## src/rtl/vga_timing_gen.sv

```systemverilog
// Parametrised VGA raster timing generator with pixel clock enable.
// Horizontal and vertical phase FSMs drive registered sync/de/coordinate/strobe outputs.
module vga_timing_gen #(
    parameter int H_ACTIVE = 640,
    parameter int H_FP     = 16,
    parameter int H_SYNC   = 96,
    parameter int H_BP     = 48,
    parameter int V_ACTIVE = 480,
    parameter int V_FP     = 10,
    parameter int V_SYNC   = 2,
    parameter int V_BP     = 33,
    parameter bit H_POL    = 1'b0,
    parameter bit V_POL    = 1'b0,
    parameter int X_W      = 11,
    parameter int Y_W      = 10
) (
    input  logic           clk,
    input  logic           rst,
    input  logic           ce,
    output logic           hsync,
    output logic           vsync,
    output logic           de,
    output logic [X_W-1:0] x,
    output logic [Y_W-1:0] y,
    output logic           line_start,
    output logic           frame_start
);

    localparam int H_TOTAL = H_ACTIVE + H_FP + H_SYNC + H_BP;
    localparam int V_TOTAL = V_ACTIVE + V_FP + V_SYNC + V_BP;

    // Last position of each phase; a phase is left when its counter hits this value.
    localparam logic [X_W-1:0] H_ACT_END  = X_W'(H_ACTIVE - 1);
    localparam logic [X_W-1:0] H_FP_END   = X_W'(H_ACTIVE + H_FP - 1);
    localparam logic [X_W-1:0] H_SYNC_END = X_W'(H_ACTIVE + H_FP + H_SYNC - 1);
    localparam logic [X_W-1:0] H_LAST     = X_W'(H_TOTAL - 1);
    localparam logic [Y_W-1:0] V_ACT_END  = Y_W'(V_ACTIVE - 1);
    localparam logic [Y_W-1:0] V_FP_END   = Y_W'(V_ACTIVE + V_FP - 1);
    localparam logic [Y_W-1:0] V_SYNC_END = Y_W'(V_ACTIVE + V_FP + V_SYNC - 1);
    localparam logic [Y_W-1:0] V_LAST     = Y_W'(V_TOTAL - 1);

    typedef enum logic [1:0] {PH_ACT, PH_FP, PH_SYNC, PH_BP} phase_t;

    logic [X_W-1:0] hCntReg, hCntNext;
    logic [Y_W-1:0] vCntReg, vCntNext;
    phase_t         hPhaseReg, hPhaseNext;
    phase_t         vPhaseReg, vPhaseNext;
    logic           hWrap, vWrap;

    always_comb begin
        hCntNext   = hCntReg;
        vCntNext   = vCntReg;
        hPhaseNext = hPhaseReg;
        vPhaseNext = vPhaseReg;
        hWrap      = (hCntReg == H_LAST);
        vWrap      = (vCntReg == V_LAST);
        if (ce) begin
            hCntNext = hWrap ? '0 : hCntReg + X_W'(1);
            case (hPhaseReg)
                PH_ACT:  if (hCntReg == H_ACT_END)  hPhaseNext = (H_FP > 0) ? PH_FP : PH_SYNC;
                PH_FP:   if (hCntReg == H_FP_END)   hPhaseNext = PH_SYNC;
                PH_SYNC: if (hCntReg == H_SYNC_END) hPhaseNext = (H_BP > 0) ? PH_BP : PH_ACT;
                PH_BP:   if (hWrap)                 hPhaseNext = PH_ACT;
                default:                            hPhaseNext = PH_ACT;
            endcase
            // Vertical machine only moves on the last pixel of a line.
            if (hWrap) begin
                vCntNext = vWrap ? '0 : vCntReg + Y_W'(1);
                case (vPhaseReg)
                    PH_ACT:  if (vCntReg == V_ACT_END)  vPhaseNext = (V_FP > 0) ? PH_FP : PH_SYNC;
                    PH_FP:   if (vCntReg == V_FP_END)   vPhaseNext = PH_SYNC;
                    PH_SYNC: if (vCntReg == V_SYNC_END) vPhaseNext = (V_BP > 0) ? PH_BP : PH_ACT;
                    PH_BP:   if (vWrap)                 vPhaseNext = PH_ACT;
                    default:                            vPhaseNext = PH_ACT;
                endcase
            end
        end
    end

    always_ff @(posedge clk or posedge rst) begin
        if (rst) begin
            hCntReg     <= '0;
            vCntReg     <= '0;
            hPhaseReg   <= PH_ACT;
            vPhaseReg   <= PH_ACT;
            hsync       <= ~H_POL;
            vsync       <= ~V_POL;
            de          <= 1'b0;
            x           <= '0;
            y           <= '0;
            line_start  <= 1'b0;
            frame_start <= 1'b0;
        end else begin
            hCntReg     <= hCntNext;
            vCntReg     <= vCntNext;
            hPhaseReg   <= hPhaseNext;
            vPhaseReg   <= vPhaseNext;
            // Strobes last exactly one clk even when ce drops the next cycle.
            line_start  <= 1'b0;
            frame_start <= 1'b0;
            if (ce) begin
                x           <= hCntReg;
                y           <= vCntReg;
                de          <= (hPhaseReg == PH_ACT) && (vPhaseReg == PH_ACT);
                hsync       <= (hPhaseReg == PH_SYNC) ? H_POL : ~H_POL;
                vsync       <= (vPhaseReg == PH_SYNC) ? V_POL : ~V_POL;
                line_start  <= (hCntReg == '0);
                frame_start <= (hCntReg == '0) && (vCntReg == '0);
            end
        end
    end

endmodule
```

## config.mk

```make
export PLATFORM = sky130hd
export DESIGN_NAME = vga_timing_gen
export DESIGN_NICKNAME = d
export VERILOG_FILES = /design/src/rtl/vga_timing_gen.sv
export SDC_FILE = /design/constraint.sdc
export NUM_CORES = 1
export LEC_CHECK = 0
export ABC_AREA = 1
export ABC_CLOCK_PERIOD_IN_PS = 2750
export CAP_MARGIN = 10
export CORE_UTILIZATION = 55
export DETAILED_ROUTE_END_ITERATION = 16
export PLACE_DENSITY = 0.78
export SYNTH_ARGS = -nofsm -noshare
export SYNTH_HDL_FRONTEND = slang
export SYNTH_SLANG_ARGS = --single-unit
export TNS_END_PERCENT = 100
```

## constraint.sdc

```tcl
create_clock -name clk -period 2.75 [get_ports clk]
set_clock_uncertainty 0.1 [all_clocks]
set_input_delay 0.4125 -clock clk [delete_from_list [all_inputs] [get_ports clk]]
set_output_delay 0.4125 -clock clk [all_outputs]
set_load 0.05 [all_outputs]
```

==> flow_metrics.env, run 1 <==
export IMPL_run_status="completed"
export IMPL_crit_fanout=2
export IMPL_syn_to_final_growth_pct=17.6
export IMPL_regToRegSetupSlack_ns=1.01
export IMPL_synth_simple_area_share_pct=28.5
export IMPL_seq_area_frac_synth_pct=47.1
export IMPL_grt_usage_pct=22.6
export IMPL_grt_overflow=0
export IMPL_wl_per_cell_um=12.8
export IMPL_tns_ns=0
export IMPL_path_class="reg -> out"
export IMPL_netlist_area_sq_um=2720
export IMPL_synthArstFlopShare_pct=100
export IMPL_ctsHoldBuffers=0
export IMPL_drv_slew=0
export IMPL_viasPerCell=5.12
export IMPL_r2r_start="vCntReg[0]"
export IMPL_worst_setup_path_end_kind="primary output"
export IMPL_netlist_instances=321
export IMPL_clk_path_buf_depth=2
export IMPL_cts_made_buffers=5
export IMPL_fmax_mhz=462
export IMPL_drt_iter0_markers=152
export IMPL_ys_ff_latch=51
export IMPL_hold_end="x[10]"
export IMPL_cp_buffers_inverters=1
export IMPL_r2r_cells=11
export IMPL_grt_max_degree=52
export IMPL_vias=2139
export IMPL_antenna_found_initial=0
export IMPL_post_route_drc_count=0
export IMPL_max_cap_viol_count=0
export IMPL_postCtsSetupRepairBufs=0
export IMPL_die_h_um=72.3
export IMPL_critPathLaunchType="flip-flop"
export IMPL_min_path_cells=2
export IMPL_dp_hpwl_um=3810
export IMPL_firstDrtPassIters=4
export IMPL_synthTopCellsByArea="dfrtp_1 (45%), nand2_1 (12%), ha_1 (6.9%)"
export IMPL_slew_headroom_pct=58.3
export IMPL_root_buffer="clkbuf_8"
export IMPL_setup_violations=0
export IMPL_coreArea_sq_um=4720
export IMPL_yosys_area_top_type="dfrtp_1"
export IMPL_power_clock_fraction_pct=28.8
export IMPL_synth_compound_area_share_pct=7.79
export IMPL_dieArea_sq_um=5220
export IMPL_layout_drive_gt1_share_pct=11.1
export IMPL_initial_core_util_pct=57.5
export IMPL_rsz0062_at_grt="no"
export IMPL_p_per_area_nw_per_um2=663
export IMPL_syn_nets=339
export IMPL_r2r_end="vPhaseReg[0]"
export IMPL_pin_count=29
export IMPL_clock_sinks=51
export IMPL_design_area_sq_um=3190
export IMPL_post_cts_resized=0
export IMPL_place_area_sq_um=3060
export IMPL_required_ns=2.24
export IMPL_wirelength_um=5370
export IMPL_worst_pin_slew_ns=0.625
export IMPL_grt_pass1_wl_um=9050
export IMPL_critPathTopFamily="buffers and inverters"
export IMPL_hold_violations=0
export IMPL_fin_nets=368
export IMPL_ys_flop_type="dfrtp_1"
export IMPL_min_path_type="reg -> reg"
export IMPL_p_int_w=0.00139
export IMPL_grt_pass1_vias=1958
export IMPL_swShare_pct=34.5
export IMPL_insertedDiodeCount=0
export IMPL_slowest_delay_ns=0.80
export IMPL_portBuffers=28
export IMPL_gp_congestion=0.917
export IMPL_synth_cell_types=34
export IMPL_hold_slack_ns=0.386
export IMPL_post_route_period_util_pct=78.7
export IMPL_path_clk_slew_ns=0.09
export IMPL_synth_edf_count=0
export IMPL_cts_tree="yes"
export IMPL_p_comb_share_pct=26.6
export IMPL_clk_latency_ns=0.31
export IMPL_min_from="x[10]"
export IMPL_ir_drop_v=0.000362
export IMPL_synth_xor_area_share_pct=2.58
export IMPL_die_w_um=72.3
export IMPL_p_switching_w=0.000731
export IMPL_period_minus_slack_ns=2.16
export IMPL_h_tree_depth=2
export IMPL_arrival_ns=1.65
export IMPL_yosys_area_share_adder_pct=6.91
export IMPL_ys_warn_count=0
export IMPL_critical_path_slowest_cell="clkdlybuf4s50_1"
export IMPL_avgSynthCellArea_sq_um=8.46
export IMPL_synthDominantCellAreaShare_pct=45.2
export IMPL_drtAntennaViolNets=0
export IMPL_synth_top_family_by_area="simple AND/OR/NAND/NOR gates"
export IMPL_seq_power_share_pct=44.6
export IMPL_rows=25
export IMPL_power_leakage_nw=1.58
export IMPL_path_cells="clkdlybuf4s50_1"
export IMPL_synth_mux_area_share_pct=0
[layout by cell type, fill, tap and decap left out, drive strengths merged]
cell type      count
nand3             22
a21boi             1
nand4              6
a21o               1
xor2               7
nor3b              1
nor3               6
and3               1
dfstp              2
ha                15
nand3b             1
clkdlybuf4s50     28
o21ai             33
nand2             88
xnor2              1
bufinv             2
o22ai              1
or2                3
clkbuf             6
a21oi              2
inv               41
dfrtp             49
nor4               1
nor2              31
buf                2
[area by class of cell]
cell class	count	area, sq um
Clock buffer	6	72.6
Fill cell	381	1530
Sequential cell	51	1280
Clock inverter	2	60.1
Multi-Input combinational cell	221	1240
Tap cell	67	83.8
Timing Repair Buffer	30	295
Inverter	41	159
[through the flow]
stage / setup WS (ns) / utilization (%) / power, W / std cells
after floorplan: 1.01 / - / 0.00135 / 321
after CTS: 0.583 / 67.6 / 0.00212 / 418
final: 0.586 / 67.6 / 0.00212 / 418
after global routing: 0.565 / 67.6 / 0.00222 / 418
after detailed placement: 0.439 / 64.8 / 0.00152 / 410
after global placement: 0.502 / 64.8 / 0.00150 / 410
[synth_stat cells (4+ instances only)]
master	n
nand3_1	22
inv_1	37
clkbuf_1	5
nor2_1	23
ha_1	15
nand4_1	5
o21ai_0	28
nand2_1	85
xor2_1	7
nor2_4	4
dfrtp_1	49
o21ai_2	4
[per-layer routing]
layer	up-vias	wire [um]	GRT usage, %
met5	-	0	0
met4	0	51	6.54
met3	5	265	3.75
met2	70	2420	33.5
met1	991	2630	34.2
li1	1073	-	-
[registers in the layout, indices dropped and copies added (netlist names)]
register     flops
vsync            1
line_start       1
de               1
y               10
frame_start      1
hPhaseReg        2
vCntReg         10
hCntReg         11
vPhaseReg        2
x               11
hsync            1
[power by group through the flow]
| stage | clock [W] | combinational [W] | sequential (W) |
|---|---|---|---|
| 6_report | 0.000610 | 0.000562 | 0.000944 |
| 5_1_grt | 0.000646 | 0.000616 | 0.000958 |
| 4_1_cts | 0.000611 | 0.000565 | 0.000943 |
| 3_5_place_dp | 0 | 0.000560 | 0.000955 |
| 3_3_place_gp | 0 | 0.000552 | 0.000951 |
| 2_1_floorplan | 0 | 0.000259 | 0.00109 |
[logic make-up after synthesis]
logic type | Yosys count
compound gates | 38
xor+xnor | 8
fa+ha+maj | 15
buf+inv | 49
flops | 51
simple gates | 160
[worst max-delay path by stage]
stage                     slack [ns]   from          end  cells after the start
after floorplan                 1.01    rst           de                      1
after global placement          0.50     ce  hCntReg[10]                      7
after detailed placement        0.44     ce  hCntReg[10]                      7
after CTS                       0.58  vsync        vsync                      1
after global routing            0.57  hsync        hsync                      1
final                           0.59  vsync        vsync                      1
No activity file was read; power rests on OpenSTA's default activity.
==> inputs of run 2 (changes only) <==
ABC_CLOCK_PERIOD_IN_PS = 2300   (was 2750)
clock period = 2.3 ns   (was 2.75 ns; I/O delays follow)
==> run 2 against run 1 <==
Effect of this change:
- count of clock-buffer cells in the layout up 1
- combinational power is 20% higher
- sequential power is 21% higher
- critical endpoint is now hsync
- final area fell by 0.74%
- largest cell class unchanged
- die area stayed put
- highest routed layer unchanged
- sequential cell count unchanged
==> flow_metrics.env, run 2 (synthesis results as in run 1) <==
export IMPL_min_path_type="in -> async"
export IMPL_crit_fanout=2
export IMPL_insertedDiodeCount=0
export IMPL_syn_to_final_growth_pct=16.7
export IMPL_gp_congestion=0.884
export IMPL_grt_usage_pct=23.1
export IMPL_dieArea_sq_um=5220
export IMPL_clk_path_buf_depth=2
export IMPL_root_buffer="clkbuf_8"
export IMPL_critPathLaunchType="flip-flop"
export IMPL_cts_made_buffers=5
export IMPL_die_w_um=72.3
export IMPL_tns_ns=0
export IMPL_ctsHoldBuffers=0
export IMPL_r2r_cells=11
export IMPL_cp_depth=1
export IMPL_critical_path_slowest_cell="clkdlybuf4s50_1"
export IMPL_path_clk_slew_ns=0.09
export IMPL_path_class="reg -> out"
export IMPL_multi_input_area_sq_um=1240
export IMPL_die_h_um=72.3
export IMPL_portBuffers=28
export IMPL_regToRegSetupSlack_ns=0.56
export IMPL_grt_overflow=0
export IMPL_grt_max_degree=36
export IMPL_rows=25
export IMPL_postCtsSetupRepairBufs=0
export IMPL_max_cap_viol_count=0
export IMPL_dp_hpwl_um=3980
export IMPL_num_fill_cells=399
export IMPL_arrival_ns=1.63
export IMPL_layout_commonest_cell="nand2_1"
export IMPL_fmax_mhz=482
export IMPL_fin_nets=370
export IMPL_dp_cells=412
export IMPL_worst_setup_path_end_kind="primary output"
export IMPL_drt_iter0_markers=206
export IMPL_slowest_delay_ns=0.79
export IMPL_drtAntennaViolNets=0
export IMPL_post_cts_resized=0
export IMPL_post_route_drc_count=0
export IMPL_clk_latency_ns=0.29
export IMPL_cts_tree="yes"
export IMPL_setup_violations=0
export IMPL_h_tree_depth=2
export IMPL_regArea_sq_um=1280
export IMPL_layout_drive_gt1_share_pct=11.3
export IMPL_firstDrtPassIters=4
export IMPL_power_leakage_nw=1.57
export IMPL_clock_sinks=51
export IMPL_r2r_start="vCntReg[0]"
export IMPL_pin_count=29
export IMPL_path_cells="clkdlybuf4s50_1"
export IMPL_drv_slew=0
export IMPL_coreArea_sq_um=4720
export IMPL_rsz0062_at_grt="no"
export IMPL_critPathTopFamily="buffers and inverters"
export IMPL_layout_common_cells="nand2_1 (85), dfrtp_1 (49), inv_1 (36)"
export IMPL_r2r_end="vPhaseReg[0]"
export IMPL_ir_drop_v=0.000485
export IMPL_reg_top3="hCntReg x11, x x11"
export IMPL_final_cells=420
export IMPL_worst_pin_slew_ns=0.503
export IMPL_viasPerCell=5.08
export IMPL_initial_core_util_pct=57.5
export IMPL_slew_headroom_pct=66.4
export IMPL_run_status="completed"
export IMPL_wl_per_cell_um=13.0
export IMPL_period_minus_slack_ns=2.07
export IMPL_post_route_period_util_pct=90.1
export IMPL_wirelength_um=5450
export IMPL_vias=2134
export IMPL_required_ns=1.86
export IMPL_hold_violations=0
export IMPL_grt_pass1_vias=1998
export IMPL_cp_buffers_inverters=1
export IMPL_grt_pass1_wl_um=9330
export IMPL_antenna_found_initial=0
export IMPL_p_per_area_nw_per_um2=727
==> run 2: changes by cell type in the layout (fill, tap and decap cells not counted) <==
cell	previous run	this run
buf_12	0	1
clkbuf_1	1	2
buf_4	2	3
bufinv_16	2	0
clkinv_2	0	1
==> run 2: worst max path at each step <==
| stage | start | endpoint | slack (ns) |
|---|---|---|---|
| floorplan | rst | de | 0.63 |
| global placement | ce | vPhaseReg[1] | 0.46 |
| detailed placement | ce | vPhaseReg[0] | 0.39 |
| CTS | vsync | vsync | 0.22 |
| global route | hsync | hsync | 0.19 |
| finish | hsync | hsync | 0.23 |
==> run 2: final cells by class <==
class	instances	share of cell area, %
Clock buffer	7	2.41
Clock inverter	1	0.158
Inverter	41	5.01
Multi-Input combinational cell	221	39.2
Sequential cell	51	40.3
Tap cell	67	2.65
Timing Repair Buffer	32	10.2
==> run 2: per-layer routing <==
layer / GRT usage, % / vias up / part of all wire [%]
li1: - / 1077 / -
met1: 35.0 / 983 / 51
met2: 34.0 / 68 / 43
met3: 4.86 / 6 / 5.0
met4: 5.66 / 0 / 1.1
met5: 0 / - / 0
==> run 2: power by group <==
part	leakage, nW	internal (W)	switching [W]
Sequential	0.646	0.00101	0.000125
Combinational	0.887	0.000217	0.000458
Clock	0.0422	0.000214	0.000280
==> run 2: through the flow <==
step	power, W	hold slack [ns]	utilization [%]	setup WS, ns	area, sq um
after floorplan	0.00161	0.384	-	0.629	2720
after global routing	0.00243	0.286	67.1	0.186	3170
final	0.00230	0.257	67.1	0.227	3170
after CTS	0.00231	0.265	67.1	0.218	3170
after detailed placement	0.00182	0.368	65.4	0.389	3090
after global placement	0.00181	0.366	65.4	0.462	3090
